==> config.mk <==
export PLATFORM = sky130hd
export DESIGN_NAME = random_normal_clt
export DESIGN_NICKNAME = d
export VERILOG_FILES = /design/src/rtl/random_normal_clt.sv
export SDC_FILE = /design/constraint.sdc
export NUM_CORES = 1
export LEC_CHECK = 0
export ABC_AREA = 1
export CORE_MARGIN = 1
export CORE_UTILIZATION = 48
export CTS_CLUSTER_SIZE = 28
export DETAILED_ROUTE_END_ITERATION = 7
export PLACE_DENSITY = 0.76
export RECOVER_POWER = 50
export SLEW_MARGIN = 40
export SYNTH_ARGS = -nofsm -noshare
export SYNTH_HDL_FRONTEND = slang
export SYNTH_SLANG_ARGS = --single-unit
==> constraint.sdc <==
create_clock -name clk -period 6 [get_ports clk]
set_clock_uncertainty 0.2 [all_clocks]
set_input_delay 1.2 -clock clk [delete_from_list [all_inputs] [get_ports clk]]
set_output_delay 1.2 -clock clk [all_outputs]
set_load 0.02 [all_outputs]
==> src/rtl/random_normal_clt.sv <==
// Central-limit Gaussian approximator: sums N = 2^LOG2_N signed uniform samples into one output.
// Define RANDOM_NORMAL_CLIP_EN to saturate each sum to +/-CLIP_LEVEL and count the clipped results.
module random_normal_clt #(
  parameter int IN_WIDTH   = 16,
  parameter int LOG2_N     = 2,
  parameter int OUT_WIDTH  = IN_WIDTH + LOG2_N,
  parameter int CLIP_LEVEL = 2 ** (IN_WIDTH - 1)
) (
  input  logic                        clk,
  input  logic                        reset,
  input  logic signed [IN_WIDTH-1:0]  uniform_in,
  input  logic                        uniform_valid,
  output logic                        uniform_ready,
  output logic signed [OUT_WIDTH-1:0] normal_out,
  output logic                        normal_valid,
  input  logic                        normal_ready,
  output logic [15:0]                 clip_count
);

  if (OUT_WIDTH != IN_WIDTH + LOG2_N || LOG2_N < 1 || LOG2_N > 6 || CLIP_LEVEL < 1) begin : g_param_check
    $error("random_normal_clt: illegal parameter combination");
  end

  typedef enum logic [1:0] {ACCUM, LAST, BLOCKED} state_e;

  localparam logic [LOG2_N-1:0] LAST_IDX = '1;

  state_e                        state_q, state_d, fsm_state;
  logic [LOG2_N-1:0]             cnt_q, cnt_d;
  logic signed [OUT_WIDTH-1:0]   acc_q, acc_d;
  logic signed [OUT_WIDTH-1:0]   out_q, out_d;
  logic                          valid_q, valid_d;
  logic signed [OUT_WIDTH-1:0]   sum;
  logic signed [OUT_WIDTH-1:0]   result;
  logic                          in_xfer, out_xfer, complete;

  // BLOCKED is the LAST state seen while the held result cannot leave.
  always_comb begin
    fsm_state = state_q;
    if (state_q == LAST && valid_q && !normal_ready) begin
      fsm_state = BLOCKED;
    end
  end

  assign uniform_ready = (fsm_state != BLOCKED);
  assign in_xfer       = uniform_valid && uniform_ready;
  assign out_xfer      = valid_q && normal_ready;
  assign complete      = in_xfer && (state_q == LAST);
  assign sum           = acc_q + OUT_WIDTH'(uniform_in);

`ifdef RANDOM_NORMAL_CLIP_EN
  localparam logic signed [OUT_WIDTH-1:0] CLIP_POS = OUT_WIDTH'(CLIP_LEVEL);
  localparam logic signed [OUT_WIDTH-1:0] CLIP_NEG = -CLIP_POS;

  logic        clipped;
  logic [15:0] clip_cnt_q, clip_cnt_d;

  always_comb begin
    result  = sum;
    clipped = 1'b0;
    if (sum > CLIP_POS) begin
      result  = CLIP_POS;
      clipped = 1'b1;
    end else if (sum < CLIP_NEG) begin
      result  = CLIP_NEG;
      clipped = 1'b1;
    end
  end

  always_comb begin
    clip_cnt_d = clip_cnt_q;
    if (complete && clipped && clip_cnt_q != 16'hFFFF) begin
      clip_cnt_d = clip_cnt_q + 16'd1;
    end
  end

  always_ff @(posedge clk or posedge reset) begin
    if (reset) begin
      clip_cnt_q <= '0;
    end else begin
      clip_cnt_q <= clip_cnt_d;
    end
  end

  assign clip_count = clip_cnt_q;
`else
  assign result     = sum;
  assign clip_count = '0;
`endif

  // A completing sample may coincide with the consumer taking the previous result.
  always_comb begin
    state_d = state_q;
    cnt_d   = cnt_q;
    acc_d   = acc_q;
    out_d   = out_q;
    valid_d = valid_q;
    if (out_xfer) begin
      valid_d = 1'b0;
    end
    if (in_xfer) begin
      if (state_q == LAST) begin
        acc_d   = '0;
        cnt_d   = '0;
        out_d   = result;
        valid_d = 1'b1;
        state_d = ACCUM;
      end else begin
        acc_d   = sum;
        cnt_d   = cnt_q + LOG2_N'(1);
        state_d = (cnt_d == LAST_IDX) ? LAST : ACCUM;
      end
    end
  end

  always_ff @(posedge clk or posedge reset) begin
    if (reset) begin
      state_q <= ACCUM;
      cnt_q   <= '0;
      acc_q   <= '0;
      out_q   <= '0;
      valid_q <= 1'b0;
    end else begin
      state_q <= state_d;
      cnt_q   <= cnt_d;
      acc_q   <= acc_d;
      out_q   <= out_d;
      valid_q <= valid_d;
    end
  end

  assign normal_out   = out_q;
  assign normal_valid = valid_q;

endmodule

==> impl_metrics.py <==
metrics = {
    "cells_and_area": {
        "final-instance-count-excl-fill": 463,
        "design_area_mm2": 0.003144,
        "multi_input_area_mm2": 0.001385,
        "regArea_mm2": 0.001001,
        "drive_above_1_share": 0.06107,
        "final_common_cell": "nand2_1",
        "areaGrowthSynthToFinish_pct": 19.16,
        "fill_cells": 490,
        "diodes": 0,
        "final_cell_mix": "nand2_1 (122), dfrtp_1 (40), inv_1 (36), clkdlybuf4s50_1 (29), nand3_1 (28)",
        "finalNetCount": 431,
    },
    "setup_path": {
        "ff2ff_path_depth": 10,
        "path_cells": "clkdlybuf4s50_1 -> nor2_1 -> nand2_1 -> clkdlybuf4s50_1",
        "regToRegStartpoint": "normal_valid$_DFF_PP0_",
        "slowest_stage": "clkdlybuf4s50_1",
        "crit_path_end": "uniform_ready",
        "rrSetupSlack_ps": 3500,
        "critical-path-max-stage-delay_ps": 620,
        "r2r_end": "state_q[0]$_DFFE_PP0P_",
        "path_depth": 4,
        "worstSetupPathType": "in2out",
        "cp.required_ps": 4600,
        "crit_top_cell": "clkdlybuf4s50_1",
        "arrival_ps": 2400,
        "crit_buf_inv": 2,
        "setup.worst_path.end_class": "primary output",
        "crit_path_start_kind": "primary input",
        "critPathTopFamily": "buffers and inverters",
        "crit_start": "normal_ready",
        "path_max_fanout": 2,
    },
    "outcome": {
        "run_status": "complete, but fails checks",
        "violations": "capacitance limit, slew limit",
    },
    "drt": {
        "first_iter_violations": 156,
        "drtAntennaViolNets": 0,
        "routed_wl_um": 5684,
        "firstDrtPassIters": 4,
        "routedWlPerCell_um": 12.28,
        "drc": 0,
        "vias_per_cell": 4.931,
        "via_count": 2283,
    },
    "synth": {
        "synth_edf_count": 0,
        "synthTopCellsByArea": "dfrtp_1 (38%), nand2_1 (17%), ha_1 (8.5%)",
        "synth-main-ff-cell": "dfrtp_1",
        "ys_seq_elements": 40,
        "yosysWarningCount": 0,
        "syn_area_mm2": 0.002639,
        "synth_cell_type_count": 30,
        "synthCells": 351,
        "avgSynthCellArea_um2": 7.518,
        "synth_top_area_frac": 0.3793,
        "synth-async-reset-ratio": 1.000,
        "yosysSeqAreaShare": 0.3793,
        "synth_area_leader_cell": "dfrtp_1",
    },
    "placed_design": {
        "dp_slack_ps": 2206,
        "place_area_mm2": 0.003024,
        "gp_congestion": 0.9394,
        "port-buffer-count": 39,
        "dp_cells": 455,
        "dp_hpwl_um": 4397,
    },
    "sta": {
        "report.final.setup_viol": 0,
        "holdWs_ps": 279.2,
        "fin_crit_ps": 3804,
        "fmax_mhz": 262.9,
        "relSlewSlack": -0.3992,
        "final_hold_viol_count": 0,
        "setup_ws_ps": 2196,
        "drv_slew": 41,
        "worstMarginPinSlew_ps": 2099,
        "fin_crit_sh": 0.6340,
        "rsz0062_at_grt": "no",
        "finalSetupTns_ps": 0,
    },
    "pwr": {
        "pwr_density_cell_mw_per_mm2": 515.0,
        "p_leak_nw": 1.696,
        "ir_drop_v": 0.0002678,
    },
    "global_routing": {
        "grt_pass1_vias": 2180,
        "use_met1": 0.2953,
        "grt_pass1_wl_um": 9860,
        "grt.busiest_layer": "met2",
        "global_route.usage.met2": 0.3445,
        "globalRoute.totalOverflow": 0,
        "grtUsageMet3": 0.02994,
        "antenna_found_initial": 0,
        "grtUsageTotal": 0.2105,
        "grt_max_degree": 41,
    },
    "clock_network": {
        "numCtsBuffers": 5,
        "cts_tree": "done",
        "cts_resized": 0,
        "clk_latency_ps": 290,
        "clkSinkCount": 40,
        "ctsHoldBuffers": 0,
        "cts_setup_buffers": 0,
        "cts_max_level": 2,
        "root_buffer": "clkbuf_8",
        "cts.clk_slew.worst_paths_ps": 70,
        "clockBufferDepth": 2,
    },
    "floorplanning": {
        "num_rows": 26,
        "core_mm2": 0.005205,
        "die_w_um": 76.15,
        "fp.dieH_um": 76.15,
        "die_area_mm2": 0.005798,
        "initial_core_util": 0.5070,
        "ios": 56,
    },
    "worst_hold_path": {
        "hp-class": "reg2reg",
    },
    "job": {
        "cap_viol_max_count": 1,
    },
}
## flip-flops by register name (all words and copies together), names as in the netlist
register      flops
normal_out       18
state_q           1
cnt_q             2
normal_valid      1
acc_q            18
## cells in the mapped netlist, types with 4 or more instances
| master | count |
|---|---|
| nor2_1 | 9 |
| nand2_2 | 6 |
| nand3_2 | 4 |
| nand3_1 | 28 |
| buf_4 | 17 |
| ha_1 | 18 |
| a21oi_1 | 14 |
| inv_1 | 36 |
| o21ai_0 | 17 |
| o21ai_1 | 7 |
| xnor2_1 | 7 |
| nand3b_1 | 4 |
| nand2_1 | 122 |
| dfrtp_1 | 40 |
## worst min-delay path by stage
| stage | startpoint | endpoint | depth (start not counted) |
|---|---|---|---|
| 2_1_floorplan | acc_q[13]$_DFFE_PP0P_ | acc_q[13]$_DFFE_PP0P_ | 2 |
| 3_3_place_gp | normal_out[9]$_DFFE_PP0P_ | normal_out[9]$_DFFE_PP0P_ | 2 |
| 3_5_place_dp | normal_out[12]$_DFFE_PP0P_ | normal_out[12]$_DFFE_PP0P_ | 2 |
| 4_1_cts | normal_out[15]$_DFFE_PP0P_ | normal_out[15]$_DFFE_PP0P_ | 2 |
| 5_1_grt | normal_out[15]$_DFFE_PP0P_ | normal_out[15]$_DFFE_PP0P_ | 2 |
| 6_report | normal_out[15]$_DFFE_PP0P_ | normal_out[15]$_DFFE_PP0P_ | 2 |
## worst register-to-register path, stage by stage, from the launching register on
cell and delay [ps]:
dfrtp_1 360, inv_1 50, nor2_1 80, nand2_1 80, nand2_1 540, inv_1 90
nand2_1 380, buf_4 280, inv_2 110, or2_1 220, inv_1 50
## routing by layer
layer  part of all wire  vias up
met2               0.45       57
met3              0.047        7
met5                  0        -
li1                   -     1167
met1               0.50     1052
met4             0.0099        0
## cells by family after synthesis
kind of cell / count (synthesis) / synth area share
adder cells (fa/ha/maj): 19 / 0.09294
flip-flops: 40 / 0.3793
buffers and inverters: 60 / 0.1162
other: 1 / 0.001421
AND/OR/NAND/NOR: 181 / 0.2997
AO/OA/AOI/OAI: 42 / 0.08393
XOR/XNOR: 8 / 0.02655
## where the power goes
| group | switching [mW] | leakage (nW) | internal (mW) |
|---|---|---|---|
| logic | 0.557 | 1.13 | 0.355 |
| registers | 0.0710 | 0.501 | 0.395 |
| clock network | 0.0951 | 0.0645 | 0.147 |
## stage by stage
step	util	power [mW]
floorplan	-	1.117
global placement	0.5810	1.370
detailed placement	0.5810	1.386
CTS	0.6053	1.636
global route	0.6041	1.765
finish	0.6041	1.619
## cell type report
class,count,share of cell area
inverter,38,0.04536
clock inverter,1,0.009550
timing repair buffer,41,0.1277
clock buffer,7,0.03064
multi-input combinational,266,0.4405
tap,70,0.02786
sequential,40,0.3183
Power figures use the tool's default switching activity.
==> RTL change 1, RTL diff (same settings) <==
Set the parameter `IN_WIDTH` to 15 (it was 16).
--- a/src/rtl/random_normal_clt.sv
+++ b/src/rtl/random_normal_clt.sv
@@ -2,5 +2,5 @@
 // Define RANDOM_NORMAL_CLIP_EN to saturate each sum to +/-CLIP_LEVEL and count the clipped results.
 module random_normal_clt #(
-  parameter int IN_WIDTH   = 16,
+  parameter int IN_WIDTH   = 15,
   parameter int LOG2_N     = 2,
   parameter int OUT_WIDTH  = IN_WIDTH + LOG2_N,
Ports: changed (resized normal_out and uniform_in); port bits go from 56 to 54. No check against the original RTL was run, so the function may have changed too.
==> RTL change 1 against the unedited design <==
  * The flow still finishes with violations (capacitance limit, slew limit)
  * Via count fell by 2.1%
  * Global-route usage shrank 0.39 points
  * Setup slack worse by 0.0055 ns
  * Die area is 0.42% lower
  * Cell area shrank 2.6%
  * Power fell by 8.9%
  * Sequential cell count is 2 lower
  * Wire length fell by 4.1%
  * Sequential power is 4.3% lower
  * Area after synthesis shrank 0.43%
==> RTL change 1: results (changes against the unedited design) <==
Layout Nets: 445 (was 431)
post-detail-place hpwl: 3964 µm (was 4397 µm)
share of layout cells above drive strength 1: 5.392% (was 6.107%)
via/cell ratio: 4.676 (was 4.931)
Slew Viols, Final: 39 (was 41)
WHS: 0.2724 ns (was 0.2792 ns)
number of synthesized flops with an enable pin: 0 (unchanged)
top cells by count, synth: 149 x nand2_1, 54 x inv_1, 38 x dfrtp_1 (was 122 x nand2_1, 40 x dfrtp_1, 36 x inv_1)
crit path to: uniform_ready (unchanged)
R2R Path End: state_q[0] (unchanged)
DR WL/cell: 11.40 µm (was 12.28 µm)
H-Tree Depth: 2 (unchanged)
first-pass GRT wire length: 9439 µm (was 9860 µm)
GRT Total Usage: 20.66% (was 21.05%)
clk slew on worst S/H paths: 0.07 ns (about the same)
filler instances: 518 (was 490)
initial detailed-routing violation count: 142 (was 156)
initial antenna violation count: 0 (unchanged)
run status: finished with violations (unchanged)
Clk Latency, worst-skew pair: 0.30 ns
root buf cell: clkbuf_8 (unchanged)
buffer depth of the longest clock path: 2 (unchanged)
Place WS: 2.184 ns (was 2.206 ns)
crit-path max FO: 2 (unchanged)
final worst setup slack: 2.191 ns (was 2.196 ns)
Worst IR Drop VDD: 0.2522 mV (was 0.2678 mV)
Hold EP: normal_out[9] (was normal_out[15])
Area Growth Syn to Fin: 16.57% (was 19.16%)
cell count of the worst reg-to-reg path: 9 (was 10)
Min-Delay Path Class: flip-flop to flip-flop (unchanged)
main flop type after synthesis: dfrtp_1 (unchanged)
critical path startpoint: normal_ready (unchanged)
FF-to-FF Start: normal_valid (unchanged)
top cells by area, synth: dfrtp_1 36%, nand2_1 21%, ha_1 8.1% (was dfrtp_1 38%, nand2_1 17%, ha_1 8.5%)
# diodes: 0 (unchanged)
Setup Fix Bufs, Post-CTS: 0 (unchanged)
sequential area share after synthesis: 36.19% (was 37.93%)
post-synth cell types: 23 (was 30)
Max Cap Viol: 1 (unchanged)
# setup viols final: 0 (unchanged)
CTS Buf Count: 5 (unchanged)
Worst Hold Launch: normal_out[9] (was normal_out[15])
Synth warnings: 0 (unchanged)
failing checks: capacitance limit, slew limit (unchanged)
vias in the first global route: 2,110 (was 2,180)
number of port buffers: 37 (was 39)
Leak: 1.731 nW (was 1.696 nW)
routability cong.: 0.8801 (was 0.9394)
slew of the pin with the lowest slew margin: 2.031 ns (was 2.099 ns)
FFs w/ async S/R, synth: 100.0% (unchanged)
largest net degree at the start of global routing: 39 (was 41)
r2r setup slk: 3.53 ns (was 3.50 ns)
Yosys top cell area share: 36.19% (was 37.93%)
-- RTL change 1: layout make-up --
cell class | count | share of cell area [%]
Sequential cell | 38 | 31.05
Multi-Input combinational cell | 269 | 44.44
Timing Repair Buffer | 38 | 12.21
Clock inverter | 2 | 0.3268
Tap cell | 70 | 2.859
Clock buffer | 5 | 2.247
Inverter | 56 | 6.863
-- RTL change 1: cell families (layout without fill, tap and decap cells) --
group                    after synthesis  after routing  synth area share (%)
buffers and inverters                 77            101                 13.95
flip-flops                            38             38                 36.19
XOR/XNOR                               4              4                 1.334
other                                  1             16                0.1427
adder cells (fa/ha/maj)               18             18                 8.857
AND/OR/NAND/NOR                      209            209                 35.29
AO/OA/AOI/OAI                         22             22                 4.238
-- RTL change 1: where the power goes --
group	switching [mW]	total [mW]	leakage, nW	internal (mW)
sequential	0.0703	0.446	0.475	0.376
combinational	0.529	0.859	1.21	0.330
clock	0.0919	0.170	0.0438	0.0780
total	0.691	1.48	1.73	0.784
-- RTL change 1: routing by layer --
metal,global-route usage (%),vias up,share of wire [%]
met5,0,-,0
met4,6.923,0,1.6
met3,4.551,7,4.1
met2,33.64,46,44
met1,27.27,996,50
li1,-,1186,-
-- RTL change 1: worst max-delay path: stages --
cell	delay, ns
clkdlybuf4s50_1	0.47
nor2_1	0.05
nand2_2	0.08
clkdlybuf4s50_1	0.60
-- RTL change 1: per-stage QoR --
stage          total power, mW  std cells  instance area (µm²)
2_1_floorplan            1.075        384                 2684
3_3_place_gp             1.297        471                 2993
3_5_place_dp             1.320        471                 2995
4_1_cts                  1.500        478                 3074
5_1_grt                  1.625        478                 3063
6_report                 1.475        478                 3063
==> RTL change 2, RTL diff (same settings) <==
Made on the original files. The 3 states of `state_e` get a one-hot encoding in 3 bits.
--- a/src/rtl/random_normal_clt.sv
+++ b/src/rtl/random_normal_clt.sv
@@ -22,5 +22,5 @@
   end
 
-  typedef enum logic [1:0] {ACCUM, LAST, BLOCKED} state_e;
+  typedef enum logic [2:0] {ACCUM = 3'b001, LAST = 3'b010, BLOCKED = 3'b100} state_e;
 
   localparam logic [LOG2_N-1:0] LAST_IDX = '1;
Function: same outputs for any inputs over 4 cycles, from zero or initial values and one cycle with reset high; so few cycles prove little.
==> RTL change 2 against the unedited design <==
  * The run still ends with capacitance limit, slew limit left
  * Sequential power increased by 2%
  * Cell area unchanged
  * Cell count unchanged
  * Power fell by 2.2%
  * Setup slack got worse by 0.0049 ns
  * Wire length decreased by 2.5%
  * Clock power fell by 5%
  * Sequential cell count grew 1
  * Area after synthesis is 1.0% higher
  * Fmax shrank 0.13%
  * Utilization down 0.38 points
  * Register-to-register slack worse by 0.16 ns
  * Critical endpoint unchanged
==> RTL change 2: results (changes against the unedited design) <==
first-pass GRT wire length: 9611 µm (was 9860 µm)
WL met2: 2487 µm (was 2544 µm)
DR WL/cell: 11.97 µm (was 12.28 µm)
sequential area share after synthesis: 38.54% (was 37.93%)
Layout Nets: 431 (unchanged)
post-synth cell types: 31 (was 30)
Worst IR Drop VDD: 0.2008 mV (was 0.2678 mV)
met1 Use GR: 27.67% (was 29.53%)
via/cell ratio: 4.803 (was 4.931)
DP Area: 3035 µm² (was 3024 µm²)
xor/xnor share of the synthesized area: 2.629% (was 2.655%)
largest net degree at the start of global routing: 42 (was 41)
met1 WL: 2745 µm (was 2815 µm)
Max Cap Viol: 1 (unchanged)
met3 Use GR: 3.952% (was 2.994%)
routability cong.: 0.8661 (was 0.9394)
Worst path max stage delay: 0.60 ns (was 0.62 ns)
Synth warnings: 0 (unchanged)
Slew Viols, Final: 42 (was 41)
Leak: 1.676 nW (was 1.696 nW)
complex-gate fraction of the synthesized area: 9.202% (was 8.393%)
failing checks: capacitance limit, slew limit (unchanged)
filler instances: 495 (was 490)
initial detailed-routing violation count: 99 (was 156)
GRT Total Usage: 20.58% (was 21.05%)
top cells by count, synth: 119 x nand2_1, 40 x dfrtp_1, 37 x inv_1 (was 122 x nand2_1, 40 x dfrtp_1, 36 x inv_1)
met3 WL post-DR: 250 µm (was 267 µm)
grt met2 use: 33.96% (was 34.45%)
run status: finished with violations (unchanged)
share of layout cells above drive strength 1: 5.344% (was 6.107%)
top cells by area, synth: dfrtp_1 38%, nand2_1 17%, ha_1 8.5% (unchanged)
post-detail-place hpwl: 4117 µm (was 4397 µm)
vias in the first global route: 2,148 (was 2,180)
Post-Synth Adder-Cell Area: 9.202% (was 9.294%)
slew of the pin with the lowest slew margin: 2.139 ns (was 2.099 ns)
==> RTL change 2: where the power goes <==
part,switching (mW),total [mW],leakage [nW],internal [mW]
logic,0.525,0.879,1.11,0.354
registers,0.0691,0.473,0.510,0.404
clock network,0.106,0.231,0.0585,0.125
total,0.700,1.58,1.68,0.883
==> RTL change 2: layout make-up <==
type	instances	area (µm²)	share of cell area, %
well taps	70	87.58	2.786
clock inverters	3	43.79	1.393
inverters	39	146.4	4.656
flip-flops and latches	41	1027	32.67
multi-input cells	265	1376	43.77
repair buffers	40	394.1	12.53
clock buffers	5	68.82	2.189
==> RTL change 2: worst min-delay path, stage by stage (launching register included) <==
cell and delay, ns:
dfrtp_1 0.34, nand2_1 0.05, o21ai_0 0.06
==> RTL change 2: metrics by stage <==
| stage | hold slack, ns | power (mW) | worst slack (ns) | utilization (%) | std cells |
|---|---|---|---|---|---|
| floorplan | 0.2531 | 1.117 | 3.176 | - | 368 |
| global placement | 0.2652 | 1.343 | 2.213 | 57.96 | 455 |
| detailed placement | 0.2722 | 1.360 | 2.184 | 57.96 | 455 |
| CTS | 0.2938 | 1.600 | 2.177 | 60.11 | 463 |
| global route | 0.3040 | 1.739 | 1.987 | 60.03 | 463 |
| finish | 0.2822 | 1.583 | 2.191 | 60.03 | 463 |
==> RTL change 2: final timing paths <==
kind | cells after the start | slack (ns) | startpoint | to
setup / recovery | 4 | 2.19 | normal_ready | uniform_ready
hold / removal | 2 | 0.28 | normal_out[5] | normal_out[5]
setup reg to reg | 8 | 3.34 | state_q[0] | normal_out[14]
hold reg to reg | 2 | 0.28 | normal_out[5] | normal_out[5]
max in group asynchronous | 3 | 2.46 | reset | acc_q[7]
min in group asynchronous | 3 | 1.91 | reset | acc_q[13]
